`src/rtl/uart_tx_if.sv`:
```
// Byte stream handshake into the UART transmitter.
//   i_valid : producer has a byte available
//   i_data  : byte to send, sampled on the handshake edge
//   o_ready : transmitter can take a byte this cycle (registered)
// master = byte producer, slave = uart_tx.
interface uart_tx_if #(
  parameter int unsigned DLEN = 8
);
  logic            i_valid;
  logic            o_ready;
  logic [DLEN-1:0] i_data;

  modport master (output i_valid, output i_data, input o_ready);
  modport slave  (input i_valid, input i_data, output o_ready);
endinterface

```
`src/rtl/uart_tx.sv`:
```
// UART transmit serializer. Each frame is: one start bit, DLEN data bits
// sent LSB first, an optional parity bit, and STOP_BITS stop bits. Every
// bit lasts exactly CLKS_PER_BIT clock cycles.
//   clk    : sole clock, rising edge
//   rst    : asynchronous, active-high reset
//   s_if   : byte stream (i_valid / i_data in, registered o_ready out)
//   o_tx   : serial line, registered, idle/mark = 1
//   o_busy : registered, high while a frame is on the line
module uart_tx #(
  parameter int unsigned DLEN         = 8,
  parameter int unsigned CLKS_PER_BIT = 868,
  parameter int unsigned PARITY_EN    = 0,
  parameter int unsigned PARITY_ODD   = 0,
  parameter int unsigned STOP_BITS    = 1
) (
  input  logic      clk,
  input  logic      rst,
  uart_tx_if.slave  s_if,
  output logic      o_tx,
  output logic      o_busy
);

  localparam int unsigned BAUD_W = $clog2(CLKS_PER_BIT);
  localparam int unsigned IDX_W  = $clog2(DLEN) + 1;

  localparam logic [BAUD_W-1:0] BAUD_LAST = BAUD_W'(CLKS_PER_BIT - 1);
  localparam logic [IDX_W-1:0]  IDX_LAST  = IDX_W'(DLEN - 1);
  localparam logic              STOP_LAST = 1'(STOP_BITS - 1);
  localparam logic              PAR_ON    = (PARITY_EN != 0);
  localparam logic              PAR_INV   = (PARITY_ODD != 0);

  typedef enum logic [2:0] {
    IDLE,
    START,
    DATA,
    PARITY,
    STOP
  } state_e;

  state_e            state_q, state_d;
  logic [BAUD_W-1:0] baud_q, baud_d;
  logic [IDX_W-1:0]  idx_q, idx_d;
  logic              stop_q, stop_d;
  logic [DLEN-1:0]   shift_q, shift_d;
  logic              par_q, par_d;
  logic              tx_q, tx_d;
  logic              ready_q, ready_d;
  logic              busy_q, busy_d;
  logic              bit_end;
  logic              handshake;

  assign bit_end   = (baud_q == BAUD_LAST);
  assign handshake = s_if.i_valid & ready_q;

  always_comb begin
    state_d = state_q;
    baud_d  = baud_q;
    idx_d   = idx_q;
    stop_d  = stop_q;
    shift_d = shift_q;
    par_d   = par_q;

    // The baud counter runs in every frame state and restarts at each bit
    // boundary, so bit lengths never accumulate error.
    if (state_q != IDLE) begin
      baud_d = bit_end ? '0 : baud_q + 1'b1;
    end

    unique case (state_q)
      IDLE: begin
        baud_d = '0;
        if (handshake) begin
          state_d = START;
          shift_d = s_if.i_data;
          par_d   = PAR_ON ? ((^s_if.i_data) ^ PAR_INV) : 1'b0;
        end
      end
      START: begin
        if (bit_end) begin
          state_d = DATA;
          idx_d   = '0;
        end
      end
      DATA: begin
        if (bit_end) begin
          shift_d = shift_q >> 1;
          if (idx_q == IDX_LAST) begin
            state_d = PAR_ON ? PARITY : STOP;
            stop_d  = 1'b0;
          end else begin
            idx_d = idx_q + 1'b1;
          end
        end
      end
      PARITY: begin
        if (bit_end) begin
          state_d = STOP;
          stop_d  = 1'b0;
        end
      end
      STOP: begin
        if (bit_end) begin
          if (stop_q == STOP_LAST) begin
            state_d = IDLE;
          end else begin
            stop_d = 1'b1;
          end
        end
      end
      default: state_d = IDLE;
    endcase
  end

  // Registered outputs are decoded from the next state so that the line,
  // ready and busy all change on the same edge as the state itself.
  always_comb begin
    tx_d    = 1'b1;
    ready_d = 1'b0;
    busy_d  = 1'b1;
    unique case (state_d)
      IDLE: begin
        ready_d = 1'b1;
        busy_d  = 1'b0;
      end
      START:   tx_d = 1'b0;
      DATA:    tx_d = shift_d[0];
      PARITY:  tx_d = par_d;
      STOP:    tx_d = 1'b1;
      default: tx_d = 1'b1;
    endcase
  end

  always_ff @(posedge clk or posedge rst) begin
    if (rst) begin
      state_q <= IDLE;
      baud_q  <= '0;
      idx_q   <= '0;
      stop_q  <= 1'b0;
      shift_q <= '0;
      par_q   <= 1'b0;
      tx_q    <= 1'b1;
      ready_q <= 1'b0;
      busy_q  <= 1'b0;
    end else begin
      state_q <= state_d;
      baud_q  <= baud_d;
      idx_q   <= idx_d;
      stop_q  <= stop_d;
      shift_q <= shift_d;
      par_q   <= par_d;
      tx_q    <= tx_d;
      ready_q <= ready_d;
      busy_q  <= busy_d;
    end
  end

  assign o_tx        = tx_q;
  assign o_busy      = busy_q;
  assign s_if.o_ready = ready_q;

endmodule

```
`src/flat_wrapper.sv`:
```
// flat-port wrapper written by rule: the top's interface ports become plain ports
module uart_tx_flat 
#(
  parameter int unsigned DLEN         = 8,
  parameter int unsigned CLKS_PER_BIT = 868,
  parameter int unsigned PARITY_EN    = 0,
  parameter int unsigned PARITY_ODD   = 0,
  parameter int unsigned STOP_BITS    = 1
)
  (clk, rst, o_tx, o_busy, s_if_i_valid, s_if_i_data, s_if_o_ready);
  uart_tx_if #(.DLEN(DLEN)) s_if_i ();
  input  logic clk;
  input  logic rst;
  output logic o_tx;
  output logic o_busy;
  input wire logic [$bits(s_if_i.i_valid)-1:0] s_if_i_valid;
  input wire logic [$bits(s_if_i.i_data)-1:0] s_if_i_data;
  output wire logic [$bits(s_if_i.o_ready)-1:0] s_if_o_ready;
  assign s_if_i.i_valid = s_if_i_valid;
  assign s_if_i.i_data = s_if_i_data;
  assign s_if_o_ready = s_if_i.o_ready;
  uart_tx #(.DLEN(DLEN), .CLKS_PER_BIT(CLKS_PER_BIT), .PARITY_EN(PARITY_EN), .PARITY_ODD(PARITY_ODD), .STOP_BITS(STOP_BITS)) u_core (.clk(clk), .rst(rst), .s_if(s_if_i), .o_tx(o_tx), .o_busy(o_busy));
endmodule
```
`config.mk`:
```
export PLATFORM = sky130hd
export DESIGN_NAME = uart_tx_flat
export DESIGN_NICKNAME = d
export VERILOG_FILES = /design/src/rtl/uart_tx_if.sv /design/src/rtl/uart_tx.sv /design/src/flat_wrapper.sv
export SDC_FILE = /design/constraint.sdc
export NUM_CORES = 1
export LEC_CHECK = 0
export BUFFER_PORTS_ARGS = -buffer_cell sky130_fd_sc_hd__buf_2
export CAP_MARGIN = 5
export CORE_ASPECT_RATIO = 0.7
export CORE_MARGIN = 2
export CORE_UTILIZATION = 48
export CTS_CLUSTER_DIAMETER = 40
export DETAILED_ROUTE_END_ITERATION = 10
export GPL_TIMING_DRIVEN = 0
export MAX_ROUTING_LAYER = met4
export PLACE_DENSITY = 0.67
export SKIP_CTS_REPAIR_TIMING = 1
export SYNTH_ARGS = -nofsm -noshare
export SYNTH_HDL_FRONTEND = slang
export SYNTH_SLANG_ARGS = --single-unit
```
`constraint.sdc`:
```
create_clock -name clk -period 3.3 [get_ports clk]
set_input_delay 0.66 -clock clk [delete_from_list [all_inputs] [get_ports clk]]
set_output_delay 0.66 -clock clk [all_outputs]
set_load 0.005 [all_outputs]
```
# After elaboration in Yosys (flattened, before gate mapping)
# Cells that the tools add are included.
# W data, S select, Z words.
# totals
ff_bits,30
out_inout_bits,3
# classes
addsub,2
eq_ne,16
muxes,29
bitwise_logic,1
n_reduce_logical,10
# ops
operator,n
$mux W10,3
$mux W3,7
$mux W8,2
$pmux W8 S2,1
$pmux W3 S5,1
$eq A3 B2 Y1 const B,4
$mux W4,3
$ne A2 B1 Y1 const B,6
$add A10 B1 Y10 const B,1
$eq A10 B10 Y1 const B,1
$mux W1,9
$pmux W4 S2,1
$eq A3 B1 Y1 const B,2
$logic_not A3 Y1,2
$pmux W1 S3,2
$reduce_bool A2 Y1,3
$reduce_bool A3 Y1,2
$reduce_and A5 Y1,1
$add A4 B1 Y4 const B,1
$eq A4 B3 Y1 const B,1
$reduce_and A4 Y1,1
$eq A3 B3 Y1 const B,1
$reduce_and A3 Y1,1
$ne A2 B2 Y1 const B,1
$and A1 B1 Y1,1

# Logic depth before layout (Yosys ltp)
# Gate-level depths: netlist (run 1).
# depth
ltp_word,6
ltp_mapped,7
ltp_nobuf,6

# Least setup slack after synthesis (run 1)
# No wires, ideal clock.
# synth_timing
kind,register to register
start,reg u_core.baud_q[4]
end,reg u_core.tx_q (netlist: u_core.o_tx)
setup_time_ps,79
arrival_time_ps,1826
required_ps,3221
path_slack_ps,1396
path_stages_with_launch,7
cell_sequence,dfrtp_1 or3b_4 or3_1 buf_2 a31o_4 mux2_2 o21ai_0
# synth_between
elab_chain_cells,5
word_cells_on_any_way,12
classes_between,4 x eq/ne; 8 x mux
# synth_lines
item,line,rtl
from (decl),uart_tx.sv:41,"logic [BAUD_W-1:0] baud_q, baud_d;"
from (signal assigned),uart_tx.sv:146,baud_q <= baud_d;
$eq A10 B10 Y1 (*),uart_tx.sv:52,assign bit_end = (baud_q == BAUD_LAST);
$mux W3 (on tied branches),n/a,
$pmux W3 S5 (*),uart_tx.sv:69,unique case (state_q)
net u_core.state_d[0],uart_tx.sv:40,"state_e state_q, state_d;"
$eq A3 B2 Y1 / $eq A3 B1 Y1 (equally long branches),uart_tx.sv:120,unique case (state_d)
$pmux W1 S3 (*),uart_tx.sv:120,
net u_core.tx_d,uart_tx.sv:46,"logic tx_q, tx_d;"
to (signal assigned),uart_tx.sv:151,tx_q <= tx_d;
to (decl),uart_tx.sv:46,
# Mark *: on every way through the listed nets, which the timed path passes. The rest lies on a longest branch. The select of a mux whose other input is x is not followed.
# A chain may end at the register's enable or synchronous reset.

# Worst setup path after layout (run 1)
# layout_timing
start,reg u_core.state_q[2]
end,reg u_core.tx_q (netlist: u_core.o_tx)
# layout_between
elab_chain_cells,5
word_cells_on_any_way,19
classes_between,7 x eq/ne; 11 x mux; 1 x reduce/logical
# layout_lines
item,line,rtl
from (decl),uart_tx.sv:40,
from (signal assigned),uart_tx.sv:145,state_q <= state_d;
$mux W3 (on tied branches),"uart_tx.sv:103, uart_tx.sv:87",
$mux W3 (on tied branches),"uart_tx.sv:102, uart_tx.sv:85",
$pmux W3 S5,uart_tx.sv:69,
$eq A3 B2 Y1 / $eq A3 B1 Y1 (equally long branches),uart_tx.sv:120,
$pmux W1 S3 (*),uart_tx.sv:120,
net u_core.tx_d,uart_tx.sv:46,
# Mark *: on every way through the listed nets, which the timed path passes. The rest lies on a longest branch.

==> results of run 1 <==
[registers in the layout (all words and copies together), names as in the netlist]
name	count
u_core.o_tx	1
u_core.s_if.o_ready	1
u_core.state_q	3
u_core.baud_q	10
u_core.shift_q	8
u_core.par_q	1
u_core.o_busy	1
u_core.idx_q	4
[metal layers]
metal  part of all wire [%]  vias up  wire (µm)
met3                    4.2        5        110
met2                     44       20       1167
met5                      0        -          0
met1                     50      506       1323
li1                       -      522          -
met4                   0.99        0         26
[power breakdown]
part           switching, mW  total [mW]  internal (mW)
Sequential            0.0562       0.481          0.425
Clock                  0.125       0.295          0.170
Combinational         0.0877       0.171         0.0835
[critical path, stage by stage, from the launching register on]
cell      delay (ns)
dfrtp_1         0.46
or3b_1          0.49
nor4_4          0.39
nor2_1          0.24
a221oi_1        0.34
o21ai_0         0.14
[Yosys cell counts, types with 3 or more instances]
library cell,number
nor3_1,4
dfrtp_1,28
xor2_1,3
nor2_1,17
a22oi_1,7
nand2_1,16
nand3_1,5
and2_1,3
o21ai_0,8
inv_1,4
xnor2_1,5
[kinds of logic after synthesis]
group | synth area share, %
simple gates | 26.13
flops | 51.64
compound gates | 12.36
xor+xnor | 4.978
buf+inv | 2.311
fa+ha+maj | 1.777
mux | 0.7999
[path summary, 6_finish.rpt]
check | start | endpoint | slack [ns] | cells after the start
worst max-delay path | u_core.state_q[2] | u_core.o_tx | 1.15 | 5
worst min-delay path | u_core.shift_q[0] | u_core.shift_q[0] | 0.48 | 2
worst max register to register | u_core.state_q[2] | u_core.o_tx | 1.15 | 5
worst min register to register | u_core.shift_q[0] | u_core.shift_q[0] | 0.48 | 2
max in group asynchronous | rst | u_core.baud_q[9] | 2.01 | 2
min in group asynchronous | rst | u_core.baud_q[5] | 0.64 | 2
[through the flow]
step / total power, mW / hold WS, ns / setup WS, ns / instances
after floorplan: 0.6039 / 0.4459 / 1.396 / 136
after global placement: 0.6473 / 0.4589 / 1.158 / 185
after detailed placement: 0.6589 / 0.4665 / 1.138 / 185
after CTS: 0.9567 / 0.4818 / 1.121 / 193
after global routing: 1.009 / 0.5042 / 0.8988 / 193
final: 0.9471 / 0.4844 / 1.153 / 193
[cell type report]
class                           count  share of cell area [%]
Multi-Input combinational cell     99                   40.31
Inverter                            4                  0.9339
Timing Repair Buffer               13                   4.047
Clock buffer                        8                   5.603
Tap cell                           36                   2.802
Buffer                              4                   1.089
Sequential cell                    29                   45.21
==> summary.md, run 1 <==
| Metric | Value |
|---|---|
| Outcome | `completed` |
| Avg Inst Size Synth | `10.35 µm²` |
| TNS Setup | `0 ns` |
| Met1 Usage GRT | `26.49%` |
| First-pass GRT wire length | `4609 µm` |
| Row count | `16` |
| Area Overhead vs Synth | `14.22%` |
| Synth area leader | `dfrtp_1` |
| Initial core utilization | `50.22%` |
| EDFF count, synth | `0` |
| Post-synth cell types | `39` |
| ANT cells | `0` |
| DRT antenna net count | `0` |
| Final Hold Viols | `0` |
| Synth area leaders | `dfrtp_1, nor2_1, nand2_1, a22oi_1, xnor2_1` |
| CP Data Required Time | `3.49 ns` |
| Power Density | `589.1 nW/µm²` |
| Pin count of the biggest net entering global routing | `30` |
| Cells after Synth | `136` |
| Post-layout util | `57.37%` |
| Met3 Resource Use GR | `6.236%` |
| Ys async rst share | `100.0%` |
| CTS buffer count | `5` |
| Fill cells | `245` |
| GRT met2 Usage | `26.76%` |
| Dpl hpwl | `1952 µm` |
| Final wirelength | `2627 µm` |
| Die area | `3388 µm²` |
| Post-route clock period utilization | `65.05%` |
| Commonest non-fill, non-tap cell in the layout | `dfrtp_1` |
| Vias in the first global route | `1046` |
| Design area | `1608 µm²` |
| TritonCTS Sinks | `29` |
| PortBufs | `13` |
| Reg clk slew, reported paths | `0.06 ns` |
| Hold WC Path Type | `reg -> reg` |
| H-tree depth | `2` |
| Relative slew slack | `28.80%` |
| Placed Area | `1518 µm²` |
| CTS tree | `done` |
| Clock skew | `0.005016 ns` |
| Register bit count reported by yosys | `29` |
| Synth Flop Type | `dfrtp_1` |
| DR pass1 iterations | `4` |
| Peak supply drop | `0.2755 mV` |
| Post-route DRC | `0` |
| Most frequent cells in the layout | `dfrtp_1, nor2_1, nand2_1` |
| CP Class | `reg -> reg` |
| Crit path DAT | `2.34 ns` |
| I/O pin total | `14` |
| Vias | `1053` |
| Clock Tree Buf Depth | `2` |
| Clk_lat worst skew | `0.28 ns` |
| Ys Warns | `0` |
| Synthesized cell area | `1408 µm²` |
| Antenna violations before repair | `0` |
| Syn nets | `149` |
| Max Clk Rate | `465.9 MHz` |
| Setup violators final | `0` |
| Placer Congestion | `0.7872` |
| Die width | `68.73 µm` |
| Multi-input gate area | `648.1 µm²` |
| Layout cells sized above 1 | `19.11%` |
| Crit. End Element | `flop` |
| Leakage | `0.7557 nW` |
| GR peak layer | `met2` |
| Worst slew pin tran | `1.067 ns` |
| Unrepaired setup endpoints after global routing | `false` |
| Clk root buf | `clkbuf_8` |
| Yosys top cell area share | `49.78%` |
| GRT Residual Overflow | `0` |
| Crit-path max FO | `8` |
| Per-cell routed wire length | `13.61 µm` |
| Total track usage | `19.02%` |
| # Max-Cap Violations | `0` |
| CP Launch Type | `flop` |
| Pins over their slew limit | `0` |
| Via/cell ratio | `5.456` |
| Core area | `2803 µm²` |
| Seq/Total Area, Yosys | `51.64%` |
| DR iter-0 viols | `52` |
| Minimum clock period | `2.147 ns` |
| Die Span Y | `49.31 µm` |
| FF+latch area | `726.9 µm²` |
| Fin nets | `169` |
Note: power is estimated with default switching activity, not from simulation.
==> run 2, diff against run 1 <==
clock period = 2.05 ns   (was 3.3 ns; I/O delays follow)
==> run 2 against run 1 <==
Fmax is 7.3% higher. Non-clock buffer count up 1. Power up 65%. Sequential share of layout area decreased by 0.99 points. Flip-flop and latch count unchanged. Final area increased by 2.4%. Clock power up 62%. Clock-buffer cell count is the same. Cell count grew 0.52%. Core utilization up 1.4 points.
==> summary.md, run 2 (synthesis gave the netlist of run 1 again) <==
| Metric | Value |
|---|---|
| Fin nets | `170` |
| Final wirelength | `2744 µm` |
| Final Hold Viols | `0` |
| First-pass GRT wire length | `4609 µm` |
| Leakage | `0.7676 nW` |
| Final WS setup | `0.05030 ns` |
| Met3 Resource Use GR | `6.236%` |
| DRT antenna net count | `0` |
| Hold path startpoint | `s_if_i_data[3]` |
| Max incr delay on CP | `0.46 ns` |
| Post-route clock period utilization | `97.55%` |
| Cells after DPL | `185` |
| Die Span Y | `49.31 µm` |
| Crit. End Element | `flop` |
| Max FFs per register | `10` |
| Vias | `1075` |
| Pins over their slew limit | `0` |
| Worst slew pin tran | `1.079 ns` |
| TNS Setup | `0 ns` |
| DR pass1 iterations | `4` |
| Die width | `68.73 µm` |
| Minimum clock period | `2.000 ns` |
| Peak supply drop | `0.5465 mV` |
| Hold Path Sink | `u_core.shift_q[3]` |
| Core area | `2803 µm²` |
| H-tree depth | `2` |
| CP top delay family | `simple AND/OR/NAND/NOR gates` |
| DP Worst Slack | `-0.1124 ns` |
| CTS buffer count | `5` |
| GR peak layer | `met2` |
| Antenna violations before repair | `0` |
| Initial core utilization | `50.22%` |
| CTS tree | `done` |
| Max Clk Rate | `500.1 MHz` |
| GRT met2 Usage | `26.76%` |
| Clock Tree Buf Depth | `2` |
| Clk_lat worst skew | `0.28 ns` |
| Number of stages on the worst hold path | `3` |
| PortBufs | `13` |
| Setup violators final | `0` |
| Layout cells sized above 1 | `23.42%` |
| Placer Congestion | `0.7872` |
| Unrepaired setup endpoints after global routing | `false` |
| Via/cell ratio | `5.541` |
| Power Density | `949.6 nW/µm²` |
| Crit-path slowest cell | `or3b_4` |
| Relative slew slack | `27.99%` |
| Buffers & Inverters on Critical Path | `1` |
| Total track usage | `19.02%` |
| CP Class | `reg -> reg` |
| TritonCTS Sinks | `29` |
| Clk root buf | `clkbuf_8` |
| I/O pin total | `14` |
| Placed Area | `1518 µm²` |
| Top Registers | `u_core.baud_q x10, u_core.shift_q x8, u_core.idx_q x4` |
| R2r worst-path depth | `6` |
| Fin cells | `194` |
| Design area | `1647 µm²` |
| Top reg by flops | `u_core.baud_q` |
| CP Data Required Time | `2.25 ns` |
| Outcome | `completed` |
| Die area | `3388 µm²` |
| DR iter-0 viols | `55` |
| Worst setup path startpoint | `u_core.baud_q[7]` |
| # Max-Cap Violations | `0` |
| CP Launch Type | `flop` |
| Crit path DAT | `2.20 ns` |
| ANT cells | `0` |
| Area Overhead vs Synth | `16.98%` |
| CP cell instances | `or3b_4, or3_1, buf_2, a31o_4, mux2_2, o21ai_0` |
| Dpl hpwl | `1952 µm` |
| Clock skew | `0.003299 ns` |
| GRT Residual Overflow | `0` |
| Crit Reg-Reg Endpoint | `u_core.o_tx` |
| Hold WC Path Type | `in -> reg` |
| Per-cell routed wire length | `14.14 µm` |
| Met1 Usage GRT | `26.49%` |
| Critical R2R Launch | `u_core.baud_q[7]` |
| Pin count of the biggest net entering global routing | `30` |
| R2r setup slk | `0.05 ns` |
| Reg clk slew, reported paths | `0.06 ns` |
| Post-layout util | `58.75%` |
| Row count | `16` |
| Crit-path max FO | `6` |
| Commonest non-fill, non-tap cell in the layout | `dfrtp_1` |
| Post-route DRC | `0` |
| Most frequent cells in the layout | `dfrtp_1, nand2_1, nor2_1` |
| Vias in the first global route | `1046` |
## run 2: cell count changes in the layout (fill, tap and decap cells not counted), sizes merged
cell / before / now
buf: 15 / 17
clkbuf: 10 / 9
## run 2: layer usage
metal | wire [µm] | vias to the layer above
li1 | - | 523
met2 | 1243 | 27
met3 | 138 | 5
met5 | 0 | -
met1 | 1333 | 520
met4 | 28 | 0
## run 2: where the power goes
group	leakage (nW)	internal (mW)	switching, mW
clock network	0.0455	0.273	0.204
registers	0.377	0.686	0.104
logic	0.345	0.152	0.145
## run 2: through the flow
stage / power (mW) / hold slack, ns
detailed placement: 1.061 / 0.4665
CTS: 1.540 / 0.3558
global placement: 1.042 / 0.4589
finish: 1.564 / 0.3585
floorplan: 0.9721 / 0.4459
global route: 1.664 / 0.3524
## run 2: worst max-delay path by stage
stage	endpoint	slack (ns)	cells past startpoint
final	u_core.o_tx	0.05	6
after global routing	u_core.o_tx	0.002	6
after CTS	u_core.o_tx	-0.13	6
after detailed placement	u_core.o_tx	-0.11	6
after global placement	u_core.o_tx	-0.09	5
after floorplan	u_core.o_tx	0.15	6
## run 2: area by class of cell
| cell class | instances | area (µm²) |
|---|---|---|
| Multi-Input combinational cell | 99 | 674.4 |
| Tap cell | 36 | 45.04 |
| Buffer | 3 | 13.76 |
| Sequential cell | 29 | 728.2 |
| Inverter | 4 | 15.01 |
| Fill cell | 241 | 1156 |
| Timing Repair Buffer | 15 | 80.08 |
| Clock buffer | 8 | 90.09 |
## run 2: worst register-to-register path, stage by stage (launching register included)
cell and delay [ns]:
dfrtp_1 0.42, or3b_4 0.46, or3_1 0.31, buf_2 0.17, a31o_4 0.25, mux2_2 0.25
o21ai_0 0.07
==> run 3, diff against run 2 <==
CTS_BUF_LIST = sky130_fd_sc_hd__clkbuf_16   (was not set)
==> run 3 against run 2 <==
Combinational power is essentially flat. Largest power group unchanged. Core utilization grew 1.7 points. Fmax is essentially flat. Clock-buffer cell count shrank 3. Cell count is the same.
==> summary.md, run 3 (synthesis gave the netlist of run 1 again) <==
| Metric | Value |
|---|---|
| Outcome | `completed` |
| Worst slew pin tran | `1.075 ns` |
| Per-cell routed wire length | `14.25 µm` |
| Area Overhead vs Synth | `20.27%` |
| Dpl hpwl | `1952 µm` |
| Overall Power | `1.741 mW` |
| Clock skew | `0.003128 ns` |
| Die area | `3388 µm²` |
| CP Class | `reg -> reg` |
| Clock Tree Buf Depth | `2` |
| Placed Area | `1518 µm²` |
| Design area | `1693 µm²` |
| Crit-path max FO | `6` |
| TritonCTS Sinks | `29` |
| Vias | `1071` |
| Pins over their slew limit | `0` |
| Final hold slack | `0.3718 ns` |
| H-tree depth | `2` |
| Die Span Y | `49.31 µm` |
| Power Density | `1029 nW/µm²` |
| Placer Congestion | `0.7872` |
| CTS buffer count | `5` |
| CTS tree | `done` |
| Leakage | `0.7959 nW` |
| Vias in the first global route | `1068` |
| Final wirelength | `2764 µm` |
| # Max-Cap Violations | `0` |
| Post-route DRC | `0` |
| GRT Residual Overflow | `0` |
| Initial core utilization | `50.22%` |
| DP Worst Slack | `-0.1124 ns` |
| DRT antenna net count | `0` |
| Via/cell ratio | `5.521` |
| Clk_lat worst skew | `0.26 ns` |
| Peak supply drop | `0.5833 mV` |
| Antenna violations before repair | `0` |
| Final WS setup | `0.05190 ns` |
| ANT cells | `0` |
| CP Launch Type | `flop` |
| Post-layout util | `60.40%` |
| Post-route clock period utilization | `97.47%` |
| Fill cells | `238` |
| Clk root buf | `clkbuf_16` |
| Row count | `16` |
| Hold WC Path Type | `in -> reg` |
| Layout cells sized above 1 | `22.78%` |
| Top reg by flops | `u_core.baud_q` |
| Crit. End Element | `flop` |
| First-pass GRT wire length | `4698 µm` |
| Setup violators final | `0` |
| Total track usage | `19.56%` |
| Most frequent cells in the layout | `dfrtp_1, nand2_1, nor2_1` |
| Top Registers | `u_core.baud_q x10, u_core.shift_q x8, u_core.idx_q x4` |
| Max Clk Rate | `500.5 MHz` |
| DR iter-0 viols | `53` |
| PortBufs | `13` |
| Fin nets | `170` |
| Pin count of the biggest net entering global routing | `30` |
| Final Hold Viols | `0` |
| Reg clk slew, reported paths | `0.05 ns` |
| Max FFs per register | `10` |
| CP Data Required Time | `2.24 ns` |
| I/O pin total | `14` |
| Commonest non-fill, non-tap cell in the layout | `dfrtp_1` |
| DR pass1 iterations | `4` |
| Crit path DAT | `2.19 ns` |
| Relative slew slack | `28.28%` |
| Minimum clock period | `1.998 ns` |
| Core area | `2803 µm²` |
| Die width | `68.73 µm` |
-- run 3: routing by layer --
metal / vias up / global-route usage, % / wire, µm
met3: 2 / 6.236 / 117
met2: 18 / 27.56 / 1265
met5: - / - / 0
li1: 525 / - / -
met4: 0 / 6.863 / 16
met1: 526 / 26.49 / 1365
-- run 3: worst paths after layout --
check / cells after the start / slack (ns) / end / from
hold / removal: 3 / 0.37 / u_core.shift_q[3] / s_if_i_data[3]
max in group asynchronous: 2 / 0.92 / u_core.baud_q[4] / rst
setup reg to reg: 6 / 0.05 / u_core.o_tx / u_core.baud_q[4]
setup / recovery: 6 / 0.05 / u_core.o_tx / u_core.baud_q[4]
min in group asynchronous: 2 / 0.41 / u_core.baud_q[3] / rst
hold reg to reg: 2 / 0.48 / u_core.shift_q[0] / u_core.shift_q[0]
-- run 3: final cells by class --
cell class              instances  area (µm²)  share of cell area [%]
well taps                      36       45.04                   2.661
inverters                       4       15.01                  0.8869
repair buffers                 15       80.08                   4.730
flip-flops and latches         29       728.2                   43.02
clock buffers                   5       125.1                   7.391
plain buffers                   3       13.76                  0.8130
clock inverters                 3       11.26                  0.6652
multi-input cells              99       674.4                   39.84
-- run 3: power by group --
part / internal (mW) / switching, mW / leakage [nW]
clock network: 0.433 / 0.218 / 0.0738
logic: 0.152 / 0.146 / 0.345
registers: 0.687 / 0.105 / 0.377
total: 1.27 / 0.468 / 0.796
-- run 3: through the flow --
step                instances  setup TNS (ns)
floorplan                 136               0
global placement          185         -0.1753
detailed placement        185         -0.6696
CTS                       193         -0.7317
global route              194       -0.006084
finish                    194               0
-- run 3: worst max-delay path, stage by stage (launching register included) --
cell	delay (ns)
dfrtp_2	0.43
or3b_4	0.45
or3_1	0.31
buf_2	0.17
a31o_4	0.25
mux2_2	0.25
o21ai_0	0.07
